<file path="config.mk">
export PLATFORM = sky130hd
export DESIGN_NAME = spike_encoder
export DESIGN_NICKNAME = d
export VERILOG_FILES = /design/src/rtl/spike_pkg.sv /design/src/rtl/spike_enc_channel.sv /design/src/rtl/spike_encoder.sv
export SDC_FILE = /design/constraint.sdc
export NUM_CORES = 1
export LEC_CHECK = 0
export CAP_MARGIN = 5
export CORE_ASPECT_RATIO = 0.7
export CORE_MARGIN = 8
export CORE_UTILIZATION = 40
export CTS_BUF_LIST = sky130_fd_sc_hd__clkbuf_4 sky130_fd_sc_hd__clkbuf_8 sky130_fd_sc_hd__clkbuf_16
export DETAILED_ROUTE_END_ITERATION = 10
export GPL_TIMING_DRIVEN = 0
export PLACE_DENSITY = 0.67
export RECOVER_POWER = 100
export SETUP_SLACK_MARGIN = 0.02
export SKIP_LAST_GASP = 1
export SYNTH_ARGS = -nofsm -noshare
export SYNTH_HDL_FRONTEND = slang
export SYNTH_SLANG_ARGS = --single-unit
export TNS_END_PERCENT = 5
</file>
<file path="constraint.sdc">
create_clock -name clk -period 3.43 [get_ports clk]
set_input_delay 0.5145 -clock clk [delete_from_list [all_inputs] [get_ports clk]]
set_output_delay 0.5145 -clock clk [all_outputs]
set_load 0.005 [all_outputs]
</file>
<file path="src/rtl/spike_pkg.sv">
// Shared sizes and FSM state encoding for the spike encoder.
// The arbitrator imports NUM_SPIKES from here as well.
package spike_pkg;

   localparam int unsigned SAMPLE_W   = 12;
   localparam int unsigned NUM_CH     = 3;
   localparam int unsigned NUM_SPIKES = 2 * NUM_CH;

   typedef enum logic [1:0] {
      IDLE   = 2'd0,
      ENCODE = 2'd1,
      HALT   = 2'd2
   } state_t;

endpackage

</file>
<file path="src/rtl/spike_enc_channel.sv">
// One level-crossing channel: reference tracker, per-sample step cap, up/down decision.
// Optional refractory blocking is compiled in with SPIKE_ENC_REFRACT_EN.
module spike_enc_channel
   import spike_pkg::*;
#(
   parameter int unsigned TH        = 16,
   parameter int unsigned MAX_STEPS = 8,
   parameter int unsigned REFRACT   = 1
) (
   input  logic                clk,
   input  logic                resetn,
   input  logic                start,
   input  logic                enable,
   input  logic [SAMPLE_W-1:0] sample,
   output logic                up_c,
   output logic                down_c,
   output logic                blocked_c
);

   localparam int unsigned STEP_W = $clog2(MAX_STEPS + 1);
   localparam logic signed [SAMPLE_W:0] TH_S = (SAMPLE_W + 1)'(TH);

   logic [SAMPLE_W-1:0]      ref_q;
   logic [STEP_W-1:0]        steps_q;
   logic signed [SAMPLE_W:0] diff_c;
   logic                     capped_c;

   // Reference never passes the sample, so the 13-bit difference cannot overflow.
   assign diff_c   = $signed({sample[SAMPLE_W-1], sample}) - $signed({ref_q[SAMPLE_W-1], ref_q});
   assign capped_c = (steps_q == STEP_W'(MAX_STEPS));
   assign up_c     = enable && !capped_c && !blocked_c && (diff_c >= TH_S);
   assign down_c   = enable && !capped_c && !blocked_c && (diff_c <= -TH_S);

   always_ff @(posedge clk) begin
      if (resetn) begin
         ref_q   <= '0;
         steps_q <= '0;
      end else if (start) begin
         steps_q <= '0;
      end else if (up_c) begin
         ref_q   <= ref_q + SAMPLE_W'(TH);
         steps_q <= steps_q + STEP_W'(1);
      end else if (down_c) begin
         ref_q   <= ref_q - SAMPLE_W'(TH);
         steps_q <= steps_q + STEP_W'(1);
      end
   end

`ifdef SPIKE_ENC_REFRACT_EN
   localparam int unsigned RF_W = (REFRACT > 0) ? $clog2(REFRACT + 1) : 1;

   logic [RF_W-1:0] rf_q;

   assign blocked_c = (rf_q != '0);

   // Reload on every spike, then count down; a blocked channel holds the FSM in ENCODE.
   always_ff @(posedge clk) begin
      if (resetn) begin
         rf_q <= '0;
      end else if (up_c || down_c) begin
         rf_q <= RF_W'(REFRACT);
      end else if (rf_q != '0) begin
         rf_q <= rf_q - RF_W'(1);
      end
   end
`else
   assign blocked_c = 1'b0;
`endif

endmodule

</file>
<file path="src/rtl/spike_encoder.sv">
// Three-channel level-crossing ECG spike encoder with IDLE/ENCODE/HALT control.
// Define SPIKE_ENC_REFRACT_EN to add per-channel refractory blocking.
module spike_encoder
   import spike_pkg::*;
#(
   parameter int unsigned TH0       = 16,
   parameter int unsigned TH1       = 64,
   parameter int unsigned TH2       = 256,
   parameter int unsigned MAX_STEPS = 8,
   parameter int unsigned REFRACT   = 1
) (
   input  logic                  clk,
   input  logic                  resetn,
   input  logic [SAMPLE_W-1:0]   sample_in,
   input  logic                  sample_valid,
   output logic                  sample_ready,
   input  logic                  stop_in,
   output logic [NUM_SPIKES-1:0] spikes_out,
   output logic                  busy
);

   state_t                  state_q, state_d;
   logic [SAMPLE_W-1:0]     sample_q;
   logic [NUM_SPIKES-1:0]   spikes_q, spikes_d;
   logic                    ready_q, busy_q;
   logic                    accept_c, encode_c;
   logic [NUM_CH-1:0]       up_c, down_c, blocked_c;

   // stop_in wins over a simultaneous acceptance and freezes the channels.
   assign accept_c = (state_q == IDLE) && sample_valid && !stop_in;
   assign encode_c = (state_q == ENCODE) && !stop_in;

   for (genvar i = 0; i < NUM_CH; i++) begin : g_ch
      localparam int unsigned TH = (i == 0) ? TH0 : (i == 1) ? TH1 : TH2;

      spike_enc_channel #(
         .TH        (TH),
         .MAX_STEPS (MAX_STEPS),
         .REFRACT   (REFRACT)
      ) u_ch (
         .clk       (clk),
         .resetn    (resetn),
         .start     (accept_c),
         .enable    (encode_c),
         .sample    (sample_q),
         .up_c      (up_c[i]),
         .down_c    (down_c[i]),
         .blocked_c (blocked_c[i])
      );
   end

   always_comb begin
      state_d  = state_q;
      spikes_d = '0;
      case (state_q)
         IDLE: begin
            if (stop_in) begin
               state_d = HALT;
            end else if (sample_valid) begin
               state_d = ENCODE;
            end
         end
         ENCODE: begin
            if (stop_in) begin
               state_d = HALT;
            end else begin
               for (int i = 0; i < int'(NUM_CH); i++) begin
                  spikes_d[2*i]   = up_c[i];
                  spikes_d[2*i+1] = down_c[i];
               end
               if (!(|up_c) && !(|down_c) && !(|blocked_c)) begin
                  state_d = IDLE;
               end
            end
         end
         HALT:    state_d = HALT;
         default: state_d = IDLE;
      endcase
   end

   always_ff @(posedge clk) begin
      if (resetn) begin
         state_q  <= IDLE;
         sample_q <= '0;
         spikes_q <= '0;
         ready_q  <= 1'b1;
         busy_q   <= 1'b0;
      end else begin
         state_q  <= state_d;
         spikes_q <= spikes_d;
         ready_q  <= (state_d == IDLE);
         busy_q   <= (state_d == ENCODE);
         if (accept_c) begin
            sample_q <= sample_in;
         end
      end
   end

   assign spikes_out   = spikes_q;
   assign sample_ready = ready_q;
   assign busy         = busy_q;

endmodule

</file>
== Yosys cells after proc, flatten, opt, wreduce, memory -nomap -nowiden ==
Cells that the tools add are included.

* Bits in registers: 70
* Bits of input ports: 16
* Output and inout bits: 8
* Logic and storage cells: 85

* Add/subtract/negate cells: 12
* Magnitude comparators: 6
* Equality and inequality tests: 6
* Multiplexer cells: 17
* Bitwise operators: 2
* Reductions and logical operators: 31

{| class="wikitable"
|+ Operators with widths
! kind !! count
|-
| $mux 12 || 6
|-
| $sub 12x12->13 || 3
|-
| $mux 4 || 6
|-
| $ge 13x10->1 const B || 1
|-
| $ge 13x6->1 const B || 1
|-
| $ge 13x8->1 const B || 1
|-
| $le 13x5->1 const B || 1
|-
| $le 13x7->1 const B || 1
|-
| $le 13x9->1 const B || 1
|-
| $logic_and 1x1->1 || 13
|-
| $add 12x5->12 const B || 1
|-
| $add 12x7->12 const B || 1
|-
| $add 12x9->12 const B || 1
|-
| $add 4x1->4 const B || 3
|-
| $eq 4x4->1 const B || 3
|-
| $sub 12x5->12 const B || 1
|-
| $sub 12x7->12 const B || 1
|-
| $sub 12x9->12 const B || 1
|-
| $reduce_or 3->1 || 3
|-
| $mux 2 || 4
|-
| $logic_not 1->1 || 6
|-
| $pmux 2 s3 || 1
|-
| $reduce_and 2->1 || 3
|-
| $reduce_bool 2->1 || 3
|-
| 5 further kinds || 8
|}

== Logic depth before layout (Yosys ltp) ==
Gate-level depths: netlist of run 1.

* Word-level depth: 11
* Depth in mapped cells: 19
* Depth with buffers taken out: 18

== By module ==
A second synthesis of run 1 with hierarchy kept.

* Cells, all modules: 451
* Area, all modules: 3923.8 um2

{| class="wikitable"
|+ By module, submodules not included
! module !! instances !! cells an instance !! area each (um2) !! seq. area each (um2)
|-
| spike_enc_channel (g_ch[0].u_ch) || 1 || 160 || 1342.5 || 240.2
|-
| spike_enc_channel (g_ch[1].u_ch) || 1 || 115 || 999.7 || 200.2
|-
| spike_encoder || 1 || 87 || 800.8 || 440.4
|-
| spike_enc_channel (g_ch[2].u_ch) || 1 || 89 || 780.7 || 160.2
|}

== Worst setup path before layout of run 1 ==
OpenSTA, ideal clock, no wires.

* Path kind: register -> register
* Start: reg g_ch[0].u_ch.ref_q[4]
* End: reg g_ch[0].u_ch.ref_q[11]
* Library setup time: 121 ps
* Data arrival time: 3656 ps
* Data required time: 3309 ps
* Path slack: -347 ps
* Stages on the path, launching flop included: 19
* Path buffers: 1
* Period minus slack after synthesis: 3777 ps
* Cells stage by stage: dfxtp_1 ha_1 inv_1 fa_1 a211oi_1 nor2_1 xnor2_1 nand4_1 o31a_1 inv_1 buf_2 ha_1 a21oi_1 o21ai_0 a21oi_1 o21bai_1 a21o_1 mux2i_1 mux2_2

* Cells in the longest elaborated chain, start to end: 5
* Elaborated cells between the ends (all ways): 11
* Those cells by class: add/sub: 3; order compare: 2; mux: 2; reduce/logical: 4

{| class="wikitable"
|+ Ends and longest elaborated chain
! element !! RTL line !! source
|-
| start: declaration || spike_enc_channel.sv:23 || <nowiki>logic [SAMPLE_W-1:0] ref_q;</nowiki>
|-
| start signal: assignment || spike_enc_channel.sv:41 || <nowiki>ref_q <= ref_q + SAMPLE_W'(TH);</nowiki>
|-
| start signal: assignment || spike_enc_channel.sv:44 || <nowiki>ref_q <= ref_q - SAMPLE_W'(TH);</nowiki>
|-
| $sub 12x12->13 || spike_enc_channel.sv:29 || <nowiki>assign diff_c = $signed({sample[SAMPLE_W-1], sample}) - $signed({ref_q[SAMPLE_W-1], ref_q});</nowiki>
|-
| $le 13x5->1 / $ge 13x6->1 (equally long branches) || spike_enc_channel.sv:32, spike_enc_channel.sv:31 ||
|-
| $logic_and 1x1->1, on equally long branches || spike_enc_channel.sv:32, spike_enc_channel.sv:31 ||
|-
| $reduce_bool 2->1 (no line) || -- ||
|-
| $reduce_and 2->1 (no line) || -- ||
|}

Parallel ways exist; a longest one is shown, timed or not. The select of a mux whose other input is x is not followed.
A chain may end at the register's enable or synchronous reset.

== Worst setup path in the final report of run 1 ==
* Start: reg g_ch[0].u_ch.ref_q[4]
* End: reg g_ch[0].u_ch.steps_q[2]

* Cells in the longest elaborated chain, start to end: 4
* Elaborated cells between the ends (all ways): 7
* Those cells by class: add/sub: 1; order compare: 2; mux: 1; reduce/logical: 3

{| class="wikitable"
|+ Ends and longest elaborated chain
! element !! RTL line !! source
|-
| $sub 12x12->13 (*) || spike_enc_channel.sv:29 ||
|-
| $ge 13x6->1 / $le 13x5->1 (equally long branches) || spike_enc_channel.sv:31, spike_enc_channel.sv:32 ||
|-
| $logic_and 1x1->1, on equally long branches || spike_enc_channel.sv:31, spike_enc_channel.sv:32 ||
|-
| $mux 4 / $reduce_bool 2->1 (equally long branches) || -- ||
|-
| end signal: assignment || spike_enc_channel.sv:42 || <nowiki>steps_q <= steps_q + STEP_W'(1);</nowiki>
|-
| end signal: assignment || spike_enc_channel.sv:45 || <nowiki>steps_q <= steps_q + STEP_W'(1);</nowiki>
|-
| end: declaration || spike_enc_channel.sv:24 || <nowiki>logic [STEP_W-1:0] steps_q;</nowiki>
|}

Every way passes the cells marked *; elsewhere a longest branch is shown, timed or not.

==> run metrics, run 1 <==
final setup fails 11; Reg2Reg Depth 21; CTS root buf clkbuf_16; Hold Path Origin sample_q[3]$_SDFFE_PP0P_; drt wl/cell ~16 um; crit start category flip-flop; die height 95.8 um; die width 130 um; ys flop type dfxtp_1; global-route wire length before repair roughly 17000 um; Placement Rows 29; Sink Count 52; Yosys Warn Count 0; worst hold path type reg2reg; critical path type reg2reg; WP data arrival ~3.9 ns; Slew Limit Fails 0; Die ar. approximately 12000 um^2; vias in the first global route 3448; PortBufs 23; nets 566; VDD IR max about 0.23 mV; status finished with violations; Clk pin slew, worst setup/hold paths ~0.070 ns; H-tree Lvls 2; Synth async-reset ratio 0%; All-Layer GR Usage 17.0%; Cells after Synth between 400 and 500; total gr overflow 0; io pins 24; most frequent cells in the layout a21oi_1, dfxtp_1, inv_1; RSZ-0062 raised after global routing yes; final setup TNS -1.86 ns; syn_area_per_cell around 8.2 um^2; leak pwr about 1.8 nW; register area share after synthesis between 20% and 30%; clock period minus worst slack roughly 3.7 ns; vias approximately 3500; Hold Path End sample_q[3]$_SDFFE_PP0P_; Post-synth EDFFs 0; GP Congestion between 0.8 and 0.9; Setup crit end kind flip-flop; worst flop-to-flop path startpoint g_ch[0].u_ch.ref_q[4]$_SDFFE_PP0P_; Initial DRT Pass Iterations 5; hold depth 2; CTS Hold Buffers Added 0; CTS buffer count 5; largest net degree at the start of global routing 18; Unique masters post-synth 59; TritonCTS clock tree done; antenna cell count 0; final setup margin -0.281 ns; share of layout cells above drive strength 1 between 10% and 20%; failing checks negative setup slack; synthesis-to-layout area growth 29.9%; via/cell ratio ~5.5; initial antenna violation count 0; Slew headroom just under 30%; f_max approximately 270 MHz; clock skew roughly 0.0048 ns; Least-Margin Pin Slew 1.05 ns; clk_lat worst skew around 0.30 ns; syn nets between 500 and 600; clock buffer depth 2; R2R Setup Slk -0.28 ns; drt drc 0; period utilization 108%; Yosys reg bits 52; critical path required time between 3 and 4 ns; Syn Std Cell Area 3640 um^2; CP Max Fanout 4; starting DRC count in detailed routing between 200 and 250; Max-cap violations 0; Final ANT Viol Nets 0; Core Area 8960 um^2; DP HPWL just over 7000 um; effective utilization at floorplan between 40% and 50%; PD cells roughly 460 nW/um^2; reg2reg end g_ch[0].u_ch.steps_q[2]$_SDFFE_PP0N_; final wirelength roughly 10000 um; Fin. Hold Viols 0; total power 2.17 mW
-- worst max path at each step --
stage,from,to
2_1_floorplan,g_ch[0].u_ch.ref_q[4]$_SDFFE_PP0P_,g_ch[0].u_ch.ref_q[11]$_SDFFE_PP0P_
3_3_place_gp,stop_in,g_ch[1].u_ch.ref_q[11]$_SDFFE_PP0P_
3_5_place_dp,stop_in,g_ch[2].u_ch.ref_q[11]$_SDFFE_PP0P_
4_1_cts,sample_q[4]$_SDFFE_PP0P_,g_ch[0].u_ch.ref_q[11]$_SDFFE_PP0P_
5_1_grt,g_ch[0].u_ch.ref_q[4]$_SDFFE_PP0P_,g_ch[0].u_ch.ref_q[11]$_SDFFE_PP0P_
6_report,g_ch[0].u_ch.ref_q[4]$_SDFFE_PP0P_,g_ch[0].u_ch.steps_q[2]$_SDFFE_PP0N_
-- layer usage --
layer | track usage (%) | up-vias | wire, um
li1 | - | 1740 | -
met1 | 22.9 | 1648 | 5160
met2 | 27.0 | 99 | 4380
met3 | 4.37 | 19 | 643
met4 | 3.95 | 0 | 135
met5 | 0 | - | 0
-- cell families (layout without fill, tap and decap cells) --
group / count (synthesis) / after routing / share of synthesized area [%]
multiplexers: 9 / 9 / 2.75
AND/OR/NAND/NOR: 143 / 143 / 20.2
flip-flops: 52 / 52 / 28.6
AO/OA/AOI/OAI: 134 / 134 / 23.5
buffers and inverters: 51 / 113 / 5.50
XOR/XNOR: 14 / 14 / 3.37
adder cells (fa/ha/maj): 43 / 43 / 16.0
-- timing repair --
item	4_1_cts	5_1_grt
cloned	0	0
setup endpoints to repair	16	20
resized for setup	42	3
setup buffers	30	2
pin swaps	25	4
-- flip-flops by register name, summed over array words and instances (netlist names) --
signal / flops
sample_q: 12
g_ch.u_ch.ref_q: 18
state_q: 2
spikes_out: 6
sample_ready: 1
g_ch.u_ch.steps_q: 12
busy: 1
-- per-stage QoR --
step	worst slack [ns]	cell area, um^2	hold slack [ns]	utilization (%)	instances
3_3_place_gp	-0.542	4110	0.441	45.8	593
4_1_cts	-0.173	4690	0.455	52.4	630
5_1_grt	-0.482	4720	0.468	52.7	632
3_5_place_dp	-0.580	4110	0.445	45.8	593
2_1_floorplan	-0.0610	3720	0.431	-	446
6_report	-0.281	4720	0.451	52.7	632
-- Yosys cell counts (4+ instances only) --
cell	count	area, um^2
a21oi_1	47	235
xor2_1	8	70.1
a211oi_1	5	37.5
dfxtp_1	52	1040
clkbuf_1	11	41.3
nand2b_1	9	56.3
nand3_1	19	95.1
a21o_1	11	82.6
nor2b_1	5	31.3
o21ai_0	27	135
inv_1	37	139
a31oi_1	6	37.5
or3_1	7	43.8
nor2_1	30	113
ha_1	37	463
mux2_2	4	45.0
xnor2_1	6	52.6
or4_1	5	37.5
fa_1	6	120
mux2i_1	4	40.0
o31ai_1	6	45.0
nor3b_1	5	37.5
nor3_1	11	55.1
o21a_1	4	30.0
nand2_1	32	120
-- area by class of cell --
class	instances	area [um^2]
Timing Repair Buffer	55	470
Clock inverter	3	46.3
Multi-Input combinational cell	343	2640
Tap cell	124	155
Clock buffer	5	125
Inverter	38	148
Fill cell	841	4240
Buffer	12	78.8
Sequential cell	52	1060
-- power by group --
part / internal (mW) / total, mW / switching (mW)
clock: 0.347 / 0.582 / 0.235
combinational: 0.471 / 0.918 / 0.447
sequential: 0.633 / 0.665 / 0.0320
-- worst max-delay path: stages, from the launching register on --
cell and delay [ns]:
dfxtp_4 0.38, ha_4 0.14, inv_2 0.03, fa_2 0.39
a211oi_4 0.27, nor2_1 0.10, xnor2_1 0.19, nand4_1 0.15
buf_4 0.16, buf_4 0.12, buf_4 0.12, buf_4 0.12
buf_4 0.13, buf_4 0.12, buf_4 0.12, buf_4 0.13
buf_4 0.12, buf_4 0.12, buf_4 0.12, nor4_2 0.29
or4_1 0.18, a21oi_1 0.07
(Power assumes the default switching activity.)
==> inputs of run 2 (changes only) <==
--- a/config.mk
+++ b/config.mk
@@ -8,13 +8,15 @@
 export CAP_MARGIN = 5
 export CORE_ASPECT_RATIO = 0.7
 export CORE_MARGIN = 8
-export CORE_UTILIZATION = 40
+export CORE_UTILIZATION = 45
 export CTS_BUF_LIST = sky130_fd_sc_hd__clkbuf_4 sky130_fd_sc_hd__clkbuf_8 sky130_fd_sc_hd__clkbuf_16
 export DETAILED_ROUTE_END_ITERATION = 10
 export GPL_TIMING_DRIVEN = 0
-export PLACE_DENSITY = 0.67
+export HOLD_SLACK_MARGIN = 0.15
+export PLACE_DENSITY = 0.73
 export RECOVER_POWER = 100
 export SETUP_SLACK_MARGIN = 0.02
+export SKIP_CTS_REPAIR_TIMING = 1
 export SKIP_LAST_GASP = 1
 export SYNTH_ARGS = -nofsm -noshare
 export SYNTH_HDL_FRONTEND = slang
==> run 2 against run 1 <==
Compared with the run above: the flow still finishes with violations (negative setup slack); sequential cell count is the same; wire length shrank 4.4%; register-to-register slack gained 0.02 ns; critical endpoint is now g_ch[0].u_ch.ref_q[11]$_SDFFE_PP0P_; hold slack gained 0.0059 ns; combinational power shrank 15%; fmax grew 0.43%; cell area shrank 1.2%; clock skew shrank 0.0019 ns; clock power shrank 11%.
==> run metrics, run 2 (same netlist as run 1, synthesis figures left out) <==
status finished with violations; failing checks negative setup slack; initial antenna violation count 0; drt drc 0; share of layout cells above drive strength 1 a little under 20%; All-Layer GR Usage roughly 17%; RSZ-0062 raised after global routing yes; critical path required time between 3 and 4 ns; Critical Path Start g_ch[0].u_ch.ref_q[4]$_SDFFE_PP0P_; leak pwr approximately 1.8 nW; clock skew 0.00283 ns; starting DRC count in detailed routing roughly 270; CP peak stage delay slightly below 0.4 ns; CP Max Fanout 7; nets 556; TritonCTS clock tree done; Initial DRT Pass Iterations 5; max FFs per register 18; io pins 24; Max-cap violations 0; Least-Margin Pin Slew between 0.9 and 1 ns; Core Area 7840 um^2; GP Congestion about 0.86; final hold slack 0.457 ns; period utilization 108%; PortBufs 23; Fin. Hold Viols 0; Final ANT Viol Nets 0; WP data arrival about 4 ns; final setup margin -0.265 ns; drt wl/cell ~16 um; largest net degree at the start of global routing 19; reg2reg end g_ch[0].u_ch.ref_q[11]$_SDFFE_PP0P_; die height between 90 and 100 um; synthesis-to-layout area growth 28.3%; Setup WS pre-CTS -0.579 ns; Crit-path slowest cell dfxtp_4; hold depth 2; PD cells around 420 nW/um^2; final setup fails 9; Setup crit end kind flip-flop; worst hold path type reg2reg; Sink Count 52; H-tree Lvls 2; DP HPWL around 7000 um; Hold Path End sample_q[3]$_SDFFE_PP0P_; commonest non-fill, non-tap cell in the layout dfxtp_1; f_max ~270 MHz; global-route wire length before repair roughly 15000 um; critical path type reg2reg; R2R Setup Slk -0.26 ns; largest registers g_ch.u_ch.ref_q: 18 flops, g_ch.u_ch.steps_q: 12 flops, sample_q: 12 flops; effective utilization at floorplan 46.4%; CTS root buf clkbuf_16; CTS buffer count 5; clock period minus worst slack ~3.7 ns; vias roughly 3500; Hold Path Origin sample_q[3]$_SDFFE_PP0P_; most frequent cells in the layout dfxtp_1, a21oi_1, inv_1; Largest Register g_ch.u_ch.ref_q; antenna cell count 0; CP cell instances ha_4, inv_2, fa_2, a211oi_4, nor2_2, xnor2_2, nand4_1, o31a_1, inv_2, buf_12, ha_4, a21oi_4, o21ai_2, a21oi_2, o21bai_1, a21o_1, mux2i_1, mux2_2; VDD IR max 0.248 mV; clock buffer depth 2; Slew headroom 33.1%; Placement Rows 27; worst flop-to-flop path startpoint g_ch[0].u_ch.ref_q[4]$_SDFFE_PP0P_; Clk pin slew, worst setup/hold paths approximately 0.07 ns; die width 123 um; Die ar. about 11000 um^2; total gr overflow 0; final wirelength slightly below 10000 um; clk_lat worst skew 0.30 ns; vias in the first global route between 3000 and 4000; crit start category flip-flop; Slew Limit Fails 0; via/cell ratio between 5 and 6; Reg2Reg Depth 18
run 2: layout make-up:
cell class                 count  area (um^2)
tap                          101          126
clock inverter                 3         26.3
multi-input combinational    343         2690
buffer                        12         80.1
clock buffer                   5          125
sequential                    52         1070
timing repair buffer          45          413
fill                         675         3170
inverter                      38          145
run 2: power breakdown:
part	switching, mW	total [mW]	internal, mW
Clock	0.244	0.520	0.276
Sequential	0.0326	0.666	0.633
Combinational	0.414	0.779	0.365
Total	0.690	1.96	1.27
run 2: how the worst max path moves through the flow:
| stage | end | slack [ns] | depth (start not counted) |
|---|---|---|---|
| 2_1_floorplan | g_ch[0].u_ch.ref_q[11]$_SDFFE_PP0P_ | -0.06 | 18 |
| 3_5_place_dp | sample_ready$_SDFF_PP1_ | -0.58 | 12 |
| 4_1_cts | sample_ready$_SDFF_PP1_ | -0.60 | 12 |
| 3_3_place_gp | g_ch[1].u_ch.ref_q[11]$_SDFFE_PP0P_ | -0.51 | 12 |
| 5_1_grt | g_ch[0].u_ch.ref_q[11]$_SDFFE_PP0P_ | -0.39 | 18 |
| 6_report | g_ch[0].u_ch.ref_q[11]$_SDFFE_PP0P_ | -0.26 | 18 |
run 2: critical path: cells and delay by family, from the launching register on:
| family | cells | cell delay (ns) |
|---|---|---|
| AO/OA/AOI/OAI | 7 | 1.27 |
| adder cells (fa/ha/maj) | 3 | 0.74 |
| XOR/XNOR | 1 | 0.17 |
| flip-flops | 1 | 0.39 |
| buffers and inverters | 3 | 0.28 |
| AND/OR/NAND/NOR | 2 | 0.24 |
| multiplexers | 2 | 0.51 |
run 2: per-layer routing:
layer | track usage, % | part of all wire (%) | up-vias
met5 | 0 | 0 | -
met4 | 4.20 | 1.1 | 0
met3 | 4.33 | 5.8 | 11
met2 | 24.6 | 43 | 90
met1 | 24.4 | 50 | 1685
li1 | - | - | 1716
run 2: per-stage QoR:
step	total power, mW	setup TNS [ns]	std cells	cell area [um^2]	util [%]
after floorplan	1.15	-0.144	446	3720	-
after global placement	1.28	-5.10	570	4080	52.0
after detailed placement	1.30	-6.33	570	4080	52.0
after CTS	1.83	-5.93	578	4230	54.0
after global routing	2.08	-3.53	599	4670	59.6
final	1.96	-1.02	599	4670	59.6
==> inputs of run 3 (changes only) <==
--- a/config.mk
+++ b/config.mk
@@ -14,7 +14,6 @@
 export GPL_TIMING_DRIVEN = 0
 export HOLD_SLACK_MARGIN = 0.15
 export PLACE_DENSITY = 0.73
-export RECOVER_POWER = 100
 export SETUP_SLACK_MARGIN = 0.02
 export SKIP_CTS_REPAIR_TIMING = 1
 export SKIP_LAST_GASP = 1
==> run 3 against run 2 <==
Compared with the run above: the flow still finishes with violations (negative setup slack); clock skew is essentially flat; critical path type unchanged; non-clock buffer count is the same; sequential power is essentially flat; clock power is essentially flat; utilization is the same; worst setup slack is essentially flat.
==> run metrics, run 3 (same netlist as run 1, synthesis figures left out) <==
Layout Cells excl Fill ~600; initial antenna violation count 0; Die ar. 11300 um^2; f_max 271 MHz; CP cell instances ha_4, inv_2, fa_2, a211oi_4, nor2_2, xnor2_2, nand4_1, o31a_1, inv_2, buf_12, ha_4, a21oi_4, o21ai_2, a21oi_2, o21bai_1, a21o_1, mux2i_1, mux2_2; critical path required time 3.62 ns; die width between 100 and 150 um; clock buffer depth 2; antenna cell count 0; starting DRC count in detailed routing around 270; PortBufs 23; die height between 90 and 100 um; Hold Path Origin sample_q[3]$_SDFFE_PP0P_; leak pwr approximately 1.8 nW; via/cell ratio around 5.9; drt wl/cell approximately 16 um; final wirelength 9880 um; VDD IR max about 0.25 mV; Fin. Hold Viols 0; DP HPWL about 7000 um; commonest non-fill, non-tap cell in the layout dfxtp_1; worst hold path type reg2reg; Final ANT Viol Nets 0; H-tree Lvls 2; Hold Path End sample_q[3]$_SDFFE_PP0P_; vias in the first global route about 3200; drt drc 0; design area between 4000 and 5000 um^2; crit start category flip-flop; final setup margin -0.265 ns; final setup fails 9; failing checks negative setup slack; Largest Register g_ch.u_ch.ref_q; Max-cap violations 0; most frequent cells in the layout dfxtp_1, a21oi_1, inv_1; largest net degree at the start of global routing 19; synthesis-to-layout area growth 28.3%; vias between 3000 and 4000; Core Area about 8000 um^2; period utilization 108%; status finished with violations; CP peak stage delay 0.39 ns; TritonCTS clock tree done; clock skew 0.00300 ns; Least-Margin Pin Slew about 1 ns; CP Max Fanout 7; Crit-path slowest cell dfxtp_4; R2R Setup Slk -0.26 ns; Placement Rows 27; share of layout cells above drive strength 1 around a fifth; nets 556; Slew headroom 33.0%; CTS root buf clkbuf_16; Post-Place Cells 570; Reg2Reg Depth 18; global-route wire length before repair roughly 15000 um; max FFs per register 18; largest registers g_ch.u_ch.ref_q: 18 flops, g_ch.u_ch.steps_q: 12 flops, sample_q: 12 flops; critical path type reg2reg; Clk pin slew, worst setup/hold paths approximately 0.07 ns; Sink Count 52; Layout fillers around 680; io pins 24; clk_lat worst skew roughly 0.3 ns; reg2reg end g_ch[0].u_ch.ref_q[11]$_SDFFE_PP0P_; effective utilization at floorplan 46.4%; hold depth 2; All-Layer GR Usage between 10% and 20%; CTS buffer count 5; DP Area slightly above 4000 um^2; clock period minus worst slack 3.69 ns; RSZ-0062 raised after global routing yes; Slew Limit Fails 0; GP Congestion between 0.8 and 0.9; Setup crit end kind flip-flop; total gr overflow 0; WP data arrival 3.89 ns; Initial DRT Pass Iterations 4; PD cells between 400 and 500 nW/um^2; worst flop-to-flop path startpoint g_ch[0].u_ch.ref_q[4]$_SDFFE_PP0P_
-- run 3: cell count changes in the layout (fill, tap and decap cells not counted) --
cell,delta
clkdlybuf4s50_1,+9
dlygate4sd3_1,-9
-- run 3: stage by stage --
step | TNS [ns] | power [mW] | setup WS [ns] | hold WS [ns] | util [%]
after detailed placement | -6.33 | 1.30 | -0.579 | 0.446 | 52.0
after CTS | -5.93 | 1.83 | -0.598 | 0.457 | 54.0
after floorplan | -0.144 | 1.15 | -0.0610 | 0.431 | -
final | -1.02 | 1.97 | -0.265 | 0.457 | 59.6
after global placement | -5.10 | 1.28 | -0.507 | 0.442 | 52.0
after global routing | -3.53 | 2.08 | -0.389 | 0.483 | 59.6
-- run 3: report_power, final --
part | internal [mW] | switching, mW | leakage [nW]
clock network | 0.276 | 0.244 | 0.0744
logic | 0.367 | 0.414 | 1.28
registers | 0.633 | 0.0328 | 0.428
total | 1.28 | 0.691 | 1.78
-- run 3: area by class of cell --
cell class / count / area [um^2] / share of cell area [%]
Multi-Input combinational cell: 343 / 2690 / 57.5
Sequential cell: 52 / 1070 / 22.8
Timing Repair Buffer: 45 / 413 / 8.84
Inverter: 38 / 145 / 3.11
Tap cell: 101 / 126 / 2.71
Clock buffer: 5 / 125 / 2.68
Buffer: 12 / 80.1 / 1.72
Clock inverter: 3 / 26.3 / 0.563
-- run 3: worst max-delay path by stage --
stage                                  startpoint                                  end  slack, ns  cells past startpoint
2_1_floorplan  g_ch[0].u_ch.ref_q[4]$_SDFFE_PP0P_  g_ch[0].u_ch.ref_q[11]$_SDFFE_PP0P_      -0.06                     18
3_3_place_gp                              stop_in  g_ch[1].u_ch.ref_q[11]$_SDFFE_PP0P_      -0.51                     12
3_5_place_dp             sample_q[8]$_SDFFE_PP0P_              sample_ready$_SDFF_PP1_      -0.58                     12
4_1_cts                  sample_q[8]$_SDFFE_PP0P_              sample_ready$_SDFF_PP1_      -0.60                     12
5_1_grt        g_ch[0].u_ch.ref_q[4]$_SDFFE_PP0P_  g_ch[0].u_ch.ref_q[11]$_SDFFE_PP0P_      -0.39                     18
6_report       g_ch[0].u_ch.ref_q[4]$_SDFFE_PP0P_  g_ch[0].u_ch.ref_q[11]$_SDFFE_PP0P_      -0.26                     18
-- run 3: worst max-delay path, delay by kind of cell (launching register included) --
| kind | cells | cell delay [ns] |
|---|---|---|
| compound gates | 7 | 1.27 |
| xor+xnor | 1 | 0.17 |
| fa+ha+maj | 3 | 0.74 |
| mux | 2 | 0.51 |
| flops | 1 | 0.39 |
| buf+inv | 3 | 0.28 |
| simple gates | 2 | 0.24 |
-- run 3: routing by layer --
| layer | global-route usage, % | up-vias | wire length [um] |
|---|---|---|---|
| met5 | 0 | - | 0 |
| met4 | 4.20 | 0 | 105 |
| met3 | 4.33 | 11 | 600 |
| met2 | 24.6 | 95 | 4230 |
| met1 | 24.4 | 1683 | 4940 |
| li1 | - | 1716 | - |
